==> config.mk <==
export PLATFORM = sky130hd
export DESIGN_NAME = par_conv_stream
export DESIGN_NICKNAME = d
export VERILOG_FILES = /design/src/rtl/par_conv_pkg.sv /design/src/rtl/par_conv_lane.sv /design/src/rtl/par_conv_stream.sv
export SDC_FILE = /design/constraint.sdc
export NUM_CORES = 1
export LEC_CHECK = 0
export CAP_MARGIN = 40
export CORE_UTILIZATION = 56
export CTS_CLUSTER_DIAMETER = 200
export DETAILED_ROUTE_END_ITERATION = 10
export GPL_TIMING_DRIVEN = 0
export PLACE_DENSITY = 0.86
export SETUP_SLACK_MARGIN = 0.3
export SYNTH_ARGS = -nofsm -noshare
export SYNTH_HDL_FRONTEND = slang
export SYNTH_HIERARCHICAL = 1
export SYNTH_SLANG_ARGS = --single-unit
==> constraint.sdc <==
create_clock -name clk -period 4.51 [get_ports clk]
set_input_delay 0.902 -clock clk [delete_from_list [all_inputs] [get_ports clk]]
set_output_delay 0.902 -clock clk [all_outputs]
set_load 0.02 [all_outputs]
==> src/rtl/par_conv_pkg.sv <==
// ============================================================================
// Module  : par_conv_pkg
// Brief   : Shared types and constants for the par_conv_stream 3-tap filter.
// Rev     : 1.0
// ============================================================================
`default_nettype none

package par_conv_pkg;

    localparam int ACC_EXTRA = 6;
    localparam int TAP_W     = 4;

    typedef enum logic [1:0] {
        ST_FILL  = 2'd0,
        ST_RUN   = 2'd1,
        ST_FLUSH = 2'd2
    } state_t;

endpackage

`default_nettype wire

==> src/rtl/par_conv_lane.sv <==
// ============================================================================
// Module  : par_conv_lane
// Brief   : One-pixel 3-tap weighted sum, normalising shift and wrap/clamp.
//           Clamping is enabled by defining PAR_CONV_SATURATE_EN.
// Rev     : 1.0
// ============================================================================
`default_nettype none

module par_conv_lane
    import par_conv_pkg::*;
#(
    parameter int               PIXELWIDTH = 8,
    parameter logic [TAP_W-1:0] W0         = 4'd1,
    parameter logic [TAP_W-1:0] W1         = 4'd2,
    parameter logic [TAP_W-1:0] W2         = 4'd1,
    parameter int               SHIFT      = 2
) (
    input  logic [PIXELWIDTH-1:0] i_left,
    input  logic [PIXELWIDTH-1:0] i_centre,
    input  logic [PIXELWIDTH-1:0] i_right,
    output logic [PIXELWIDTH-1:0] o_pix
);

    localparam int ACC_W = PIXELWIDTH + ACC_EXTRA;

    logic [ACC_W-1:0] w_acc;

    assign w_acc = ACC_W'(W0) * ACC_W'(i_left)
                 + ACC_W'(W1) * ACC_W'(i_centre)
                 + ACC_W'(W2) * ACC_W'(i_right);

`ifdef PAR_CONV_SATURATE_EN
    localparam logic [ACC_W-1:0] c_PIX_MAX = ACC_W'((1 << PIXELWIDTH) - 1);

    logic [ACC_W-1:0] w_norm;

    assign w_norm = w_acc >> SHIFT;
    assign o_pix  = (w_norm > c_PIX_MAX) ? '1 : w_norm[PIXELWIDTH-1:0];
`else
    assign o_pix  = PIXELWIDTH'(w_acc >> SHIFT);
`endif

endmodule

`default_nettype wire

==> src/rtl/par_conv_stream.sv <==
// ============================================================================
// Module  : par_conv_stream
// Brief   : Streaming multi-lane horizontal 3-tap filter with edge replication.
//           Define PAR_CONV_SATURATE_EN to clamp instead of wrap on overflow.
// Rev     : 1.0
// ============================================================================
`default_nettype none

module par_conv_stream
    import par_conv_pkg::*;
#(
    parameter int               BITS     = 3,
    parameter int               LANES    = 2,
    parameter int               LINE_LEN = 8,
    parameter logic [TAP_W-1:0] W0       = 4'd1,
    parameter logic [TAP_W-1:0] W1       = 4'd2,
    parameter logic [TAP_W-1:0] W2       = 4'd1,
    parameter int               SHIFT    = 2
) (
    input  logic                              clk,
    input  logic                              rst_n,
    input  logic [LANES*(2**BITS)-1:0]        in_data,
    input  logic                              in_valid,
    output logic                              in_ready,
    output logic [LANES*(2**BITS)-1:0]        out_data,
    output logic                              out_valid,
    input  logic                              out_ready,
    output logic                              out_last
);

    localparam int PW     = 2 ** BITS;
    localparam int DW     = LANES * PW;
    localparam int NBEATS = LINE_LEN / LANES;
    localparam int CNT_W  = (NBEATS > 1) ? $clog2(NBEATS) : 1;
    localparam logic [CNT_W-1:0] c_LAST_BEAT = CNT_W'(NBEATS - 1);

    state_t           r_state;
    logic [CNT_W-1:0] r_beat_cnt;
    logic [DW-1:0]    r_cur;
    logic [PW-1:0]    r_left;
    logic [DW-1:0]    r_out_data;
    logic             r_out_valid;
    logic             r_out_last;

    logic             w_slot_free;
    logic             w_in_fire;
    logic             w_last_beat;
    logic [PW-1:0]    w_right_in;
    logic [DW-1:0]    w_filt;

    assign w_slot_free = !r_out_valid || out_ready;
    assign in_ready    = rst_n && w_slot_free && (r_state != ST_FLUSH);
    assign w_in_fire   = in_valid && in_ready;
    assign w_last_beat = (r_beat_cnt == c_LAST_BEAT);

    // Right neighbour of the top lane: next beat's first pixel, or replicated at line end.
    assign w_right_in  = (r_state == ST_FLUSH) ? r_cur[(LANES-1)*PW +: PW] : in_data[PW-1:0];

    generate
        for (genvar i = 0; i < LANES; i++) begin : g_lane
            logic [PW-1:0] w_l;
            logic [PW-1:0] w_r;

            if (i == 0) begin : g_left_edge
                assign w_l = r_left;
            end else begin : g_left_inner
                assign w_l = r_cur[(i-1)*PW +: PW];
            end

            if (i == LANES - 1) begin : g_right_edge
                assign w_r = w_right_in;
            end else begin : g_right_inner
                assign w_r = r_cur[(i+1)*PW +: PW];
            end

            par_conv_lane #(
                .PIXELWIDTH (PW),
                .W0         (W0),
                .W1         (W1),
                .W2         (W2),
                .SHIFT      (SHIFT)
            ) u_lane (
                .i_left   (w_l),
                .i_centre (r_cur[i*PW +: PW]),
                .i_right  (w_r),
                .o_pix    (w_filt[i*PW +: PW])
            );
        end
    endgenerate

    always_ff @(posedge clk or negedge rst_n) begin
        if (!rst_n) begin
            r_state     <= ST_FILL;
            r_beat_cnt  <= '0;
            r_cur       <= '0;
            r_left      <= '0;
            r_out_data  <= '0;
            r_out_valid <= 1'b0;
            r_out_last  <= 1'b0;
        end else begin
            if (r_out_valid && out_ready) begin
                r_out_valid <= 1'b0;
            end

            if (w_in_fire) begin
                r_beat_cnt <= w_last_beat ? '0 : r_beat_cnt + CNT_W'(1);
            end

            case (r_state)
                ST_FILL: begin
                    if (w_in_fire) begin
                        r_cur   <= in_data;
                        r_left  <= in_data[PW-1:0];
                        r_state <= w_last_beat ? ST_FLUSH : ST_RUN;
                    end
                end
                ST_RUN: begin
                    if (w_in_fire) begin
                        r_out_data  <= w_filt;
                        r_out_valid <= 1'b1;
                        r_out_last  <= 1'b0;
                        r_left      <= r_cur[(LANES-1)*PW +: PW];
                        r_cur       <= in_data;
                        r_state     <= w_last_beat ? ST_FLUSH : ST_RUN;
                    end
                end
                ST_FLUSH: begin
                    if (w_slot_free) begin
                        r_out_data  <= w_filt;
                        r_out_valid <= 1'b1;
                        r_out_last  <= 1'b1;
                        r_state     <= ST_FILL;
                    end
                end
                default: r_state <= ST_FILL;
            endcase
        end
    end

    assign out_data  = r_out_data;
    assign out_valid = r_out_valid;
    assign out_last  = r_out_last;

endmodule

`default_nettype wire

Word level (Yosys, flattened, before mapping):

Index checks and enable logic that the tools add are counted.

* flip-flop bits (word level): 46
* latch bits: 0
* memory bits (writable): 0
* bits in read-only memories: 0
* bits of input ports: 20
* output and inout bits: 19
* word-level logic and storage cells: 53
* memories: 0

* add/sub/neg operators: 5
* $mul: 0
* div/mod/pow operators: 0
* $lt $le $gt $ge: 0
* equal/unequal tests: 8
* shift operators: 0
* multiplexer cells: 19
* bitwise operators: 0
* reduce and logical (&&, ||, !) cells: 14

Operator list (count)
* $mux W16: 2
* $pmux W16 S2: 1
* $mux W8: 3
* $add A10 B8 Y10: 2
* $add A8 B9 Y10: 2
* $pmux W8 S2: 1
* $mux W2: 4
* $ne A2 B2 Y1 const B: 4
* $reduce_and A3 Y1: 2
* $mux W1: 5
* $eq A2 B2 Y1 const B: 2
* $logic_and A1 B1 Y1: 4
* $pmux W1 S2: 2
* $pmux W2 S2: 1
* $reduce_and A2 Y1: 2
* $reduce_bool A2 Y1: 2
* $add A2 B1 Y2 const B: 1
* $eq A2 B1 Y1 const B: 1
* $logic_not A2 Y1: 1
* $ne A2 B1 Y1 const B: 1
* $reduce_or A2 Y1: 1
* $logic_not A1 Y1: 1
* $logic_or A1 B1 Y1: 1

Depth between registers and ports, before layout:

* depth after elaboration: 7
* mapped depth: 13

By module:

The synthesis kept the hierarchy.

Modules (own cells, without submodules)
* par_conv_stream: times used 1, cells an instance 136, area an instance 2182.1 um^2, seq. area each 1151.1 um^2
* par_conv_lane (g_lane[1].u_lane): times used 1, cells an instance 49, area an instance 465.4 um^2, seq. area each 0.0 um^2
* par_conv_lane (g_lane[0].u_lane): times used 1, cells an instance 49, area an instance 461.7 um^2, seq. area each 0.0 um^2

Worst setup path before layout:

No wires, ideal clock.

* path type: register to register
* from: reg r_state[0]
* to: reg r_out_data[13] (netlist: out_data[13])
* setup time: 125 ps
* arrival time: 3182 ps
* setup slack: 1203 ps
* stages on the path, launching flop included: 12
* buffers on the path: 1
* clock period less this slack: 3307 ps
* cells stage by stage: dfrtp_1 inv_1 ha_1 buf_1 mux2_2 fa_1 fa_1 a21o_1 a21oi_2 a2bb2oi_1 a22oi_1 mux2_4

* word-level cells in the longest chain between the ends: 5
* elaborated cells on any way between the ends: 14

RTL lines
* from (decl): line par_conv_stream.sv:37 `state_t r_state;`
* from (signal assigned): line par_conv_stream.sv:114 `r_state <= w_last_beat ? ST_FLUSH : ST_RUN;`
* from (signal assigned): line par_conv_stream.sv:124 `r_state <= w_last_beat ? ST_FLUSH : ST_RUN;`
* $eq A2 B2 Y1 *: line par_conv_stream.sv:57 `assign w_right_in = (r_state == ST_FLUSH) ? r_cur[(LANES-1)*PW +: PW] : in_data[PW-1:0];`
* $mux W8 *: line par_conv_stream.sv:57
* named net g_lane[1].w_r[2]: line par_conv_stream.sv:62 `logic [PW-1:0] w_r;`
* $add A10 B8 Y10 *: line par_conv_lane.sv:30 `+ ACC_W'(W2) * ACC_W'(i_right);`
* named net w_filt[13]: line par_conv_stream.sv:49 `logic [DW-1:0] w_filt;`
* $mux W16 (on tied branches): line par_conv_stream.sv:128, par_conv_stream.sv:118
* $pmux W16 S2 *: line par_conv_stream.sv:109 `case (r_state)`
* to (signal assigned): line par_conv_stream.sv:119 `r_out_data <= w_filt;`
* to (signal assigned): line par_conv_stream.sv:129 `r_out_data <= w_filt;`
* to (decl): line par_conv_stream.sv:41 `logic [DW-1:0] r_out_data;`

Mark *: on every way through the listed nets, which the timed path passes. The rest lies on a longest branch. The select of a mux whose other input is x is not followed.
A chain may end at the register's enable or synchronous reset.

Final worst setup path:

* from: reg r_state[0]
* to: reg r_out_data[15] (netlist: out_data[15])

Same word-level chain as after synthesis.

==> reports/qor.yml <==
clock_network:
  cts_tree: "done"
  ctsHoldBuffers: 0
  htreeDepth: 2
  cts_resized: 0
  cts.sinks: 46
  max-clock-path-buffers: 2
  cts_root_buffer: "clkbuf_8"
  clk_latency_ns: 0.31
  post_cts_buffers: 0
  clk_pin_slew_ns: 0.08
  cts_made_buffers: 5
final_layout:
  fin_area_um2: 3680
  seqCellArea_um2: 1150
  syn2layout_area_growth_pct: 18.5
  final_common_cell: "dfrtp_1"
  drive_gt1_share_pct: 27.4
  nNetsFinal: 334
  n_fill_cell: 363
  diodes: 0
  finalNonFillerCells: 351
  multi_input_area_um2: 1860
  layout_common_cells: "46 x dfrtp_1, 37 x clkdlybuf4s50_1, 30 x mux2_2, 28 x mux2_4, 18 x ha_1"
sta:
  slew_violations: 0
  fin_ws_ns: 0.787
  rsz0062_at_grt: "false"
  fmax_mhz: 269
  worstMarginPinSlew_ns: 0.591
  relSlewSlack_pct: 60.6
  hold_viol: 0
  clock_skew_ns: 0.00566
  post-route-period-util_pct: 82.5
  whs_ns: 0.513
  setup_viol: 0
  period_needed_ns: 3.72
yosys:
  synth_area_leaders: "dfrtp_1 37%, mux2_4 14%, mux2_2 11%"
  syn_area_um2: 3110
  synth_cell_types: 39
  synth_edf_count: 0
  synth_top_area_cell: "dfrtp_1"
  synth_nets: 288
  seq_area_frac_synth_pct: 37.0
  synth_seq_cells: 46
  async_flop_share_pct: 100
  synthFlopType: "dfrtp_1"
  syn_avg_cell_area_um2: 13.3
  ys_warn_count: 6
  syn_inst: 234
  synth_top_area_share_pct: 37.0
route:
  drt_iter0_drc: 83
  drc: 0
  drtAntennaViolNets: 0
  firstDrtPassIters: 4
  vias: 1979
  routed_via_density: 5.64
  wl_mm: 5.64
  routed_wire_length_per_instance_um: 16.1
grt:
  overflow: 0
  grt_max_degree: 30
  antenna_found_initial: 0
  grt_pass1_vias: 2034
  grt_usage_pct: 21.8
  grt_pass1_wl_mm: 9.74
place:
  gp_congestion: 0.840
  place_ws_ns: 0.762
  port_buffers: 38
  dp_hpwl_mm: 4.45
  placed_cell_area_um2: 3590
  dpl.cell_count: 343
floorplanning:
  die_x_um: 76.5
  num_rows: 26
  ioPinCount: 39
  die_h_um: 76.5
  die-area_um2: 5850
  initial_utilization_pct: 59.4
  core_um2: 5240
worst_hold_path:
  hp-class: "register to register"
worst_setup_path:
  cp.arrival_ns: 3.92
  cp-end-kind: "register"
  critPathRequiredTime_ns: 4.71
  crit_fanout: 10
  start_kind: "register"
  crit_type: "register to register"
status:
  outcome: "finished clean"
run:
  maxCapViolations: 0
## worst max-delay path, cell delays in order (launching register included)
cell and delay [ns]:
dfrtp_1 0.40, inv_1 0.10, ha_1 0.23, buf_1 0.49
mux2_2 0.42, fa_1 0.49, fa_1 0.47, a21o_1 0.19
a21oi_2 0.20, a2bb2oi_1 0.25, a21oi_1 0.12, mux2_4 0.26
## synthesized netlist by cell type (2+ instances only)
cell type,count
a21o_1,4
mux2_2,30
o211a_1,2
a21oi_1,3
o32ai_1,2
or3_1,2
nand2b_1,2
nand2_1,4
o22ai_2,2
inv_1,15
a2bb2oi_1,2
o31a_1,2
dfrtp_1,46
xnor2_1,8
xor2_1,2
buf_6,2
a22oi_1,2
nor2_1,13
fa_1,16
nor3_1,2
mux2_4,28
o21ai_0,4
ha_1,18
o21a_1,7
and4b_1,2
## kinds of logic after synthesis
kind of cell,after synthesis,share of synthesized area (%)
buf+inv,20,3.30
compound gates,36,9.78
simple gates,30,5.15
xor+xnor,10,2.82
mux,58,24.4
fa+ha+maj,34,17.5
flops,46,37.0
## flip-flops by register name, summed over array words and instances (netlist names)
signal and count:
r_beat_cnt 2, r_cur 16, g_lane.w_l 8, out_valid 1, out_data 16, r_state 2, out_last 1
## final cells by class
type / count / share of cell area, %
Timing Repair Buffer: 39 / 10.7
Clock buffer: 7 / 2.34
Multi-Input combinational cell: 168 / 50.4
Tap cell: 70 / 2.38
Inverter: 15 / 1.53
Buffer: 5 / 1.26
Sequential cell: 46 / 31.2
Clock inverter: 1 / 0.136
## stage by stage
step / utilization, % / setup TNS (ns)
6_report: 70.3 / 0
5_1_grt: 70.3 / 0
3_5_place_dp: 68.6 / 0
4_1_cts: 70.3 / 0
3_3_place_gp: 68.3 / -0.425
2_1_floorplan: - / 0
## final timing paths
path | from | to | slack (ns) | cells past startpoint
setup / recovery | r_state[0]$_DFFE_PN0P_ | out_data[15]$_DFFE_PN0P_ | 0.79 | 11
setup reg to reg | r_state[0]$_DFFE_PN0P_ | out_data[15]$_DFFE_PN0P_ | 0.79 | 11
hold reg to reg | out_data[3]$_DFFE_PN0P_ | out_data[3]$_DFFE_PN0P_ | 0.51 | 1
max in group asynchronous | rst_n | r_cur[8]$_DFFE_PN0P_ | 3.45 | 2
hold / removal | out_data[3]$_DFFE_PN0P_ | out_data[3]$_DFFE_PN0P_ | 0.51 | 1
min in group asynchronous | rst_n | r_cur[6]$_DFFE_PN0P_ | 0.55 | 1
## metal layers
metal  GRT usage [%]  wire, um  up-vias
met2            34.5      2730       58
met4            7.31        75        0
met5               0         0        -
li1                -         -      930
met3            4.67       218       10
met1            29.7      2620      981
Power is left out: the tool's default activity adds up to more than one toggle a clock period on the data nets, which glitch-free logic cannot reach.
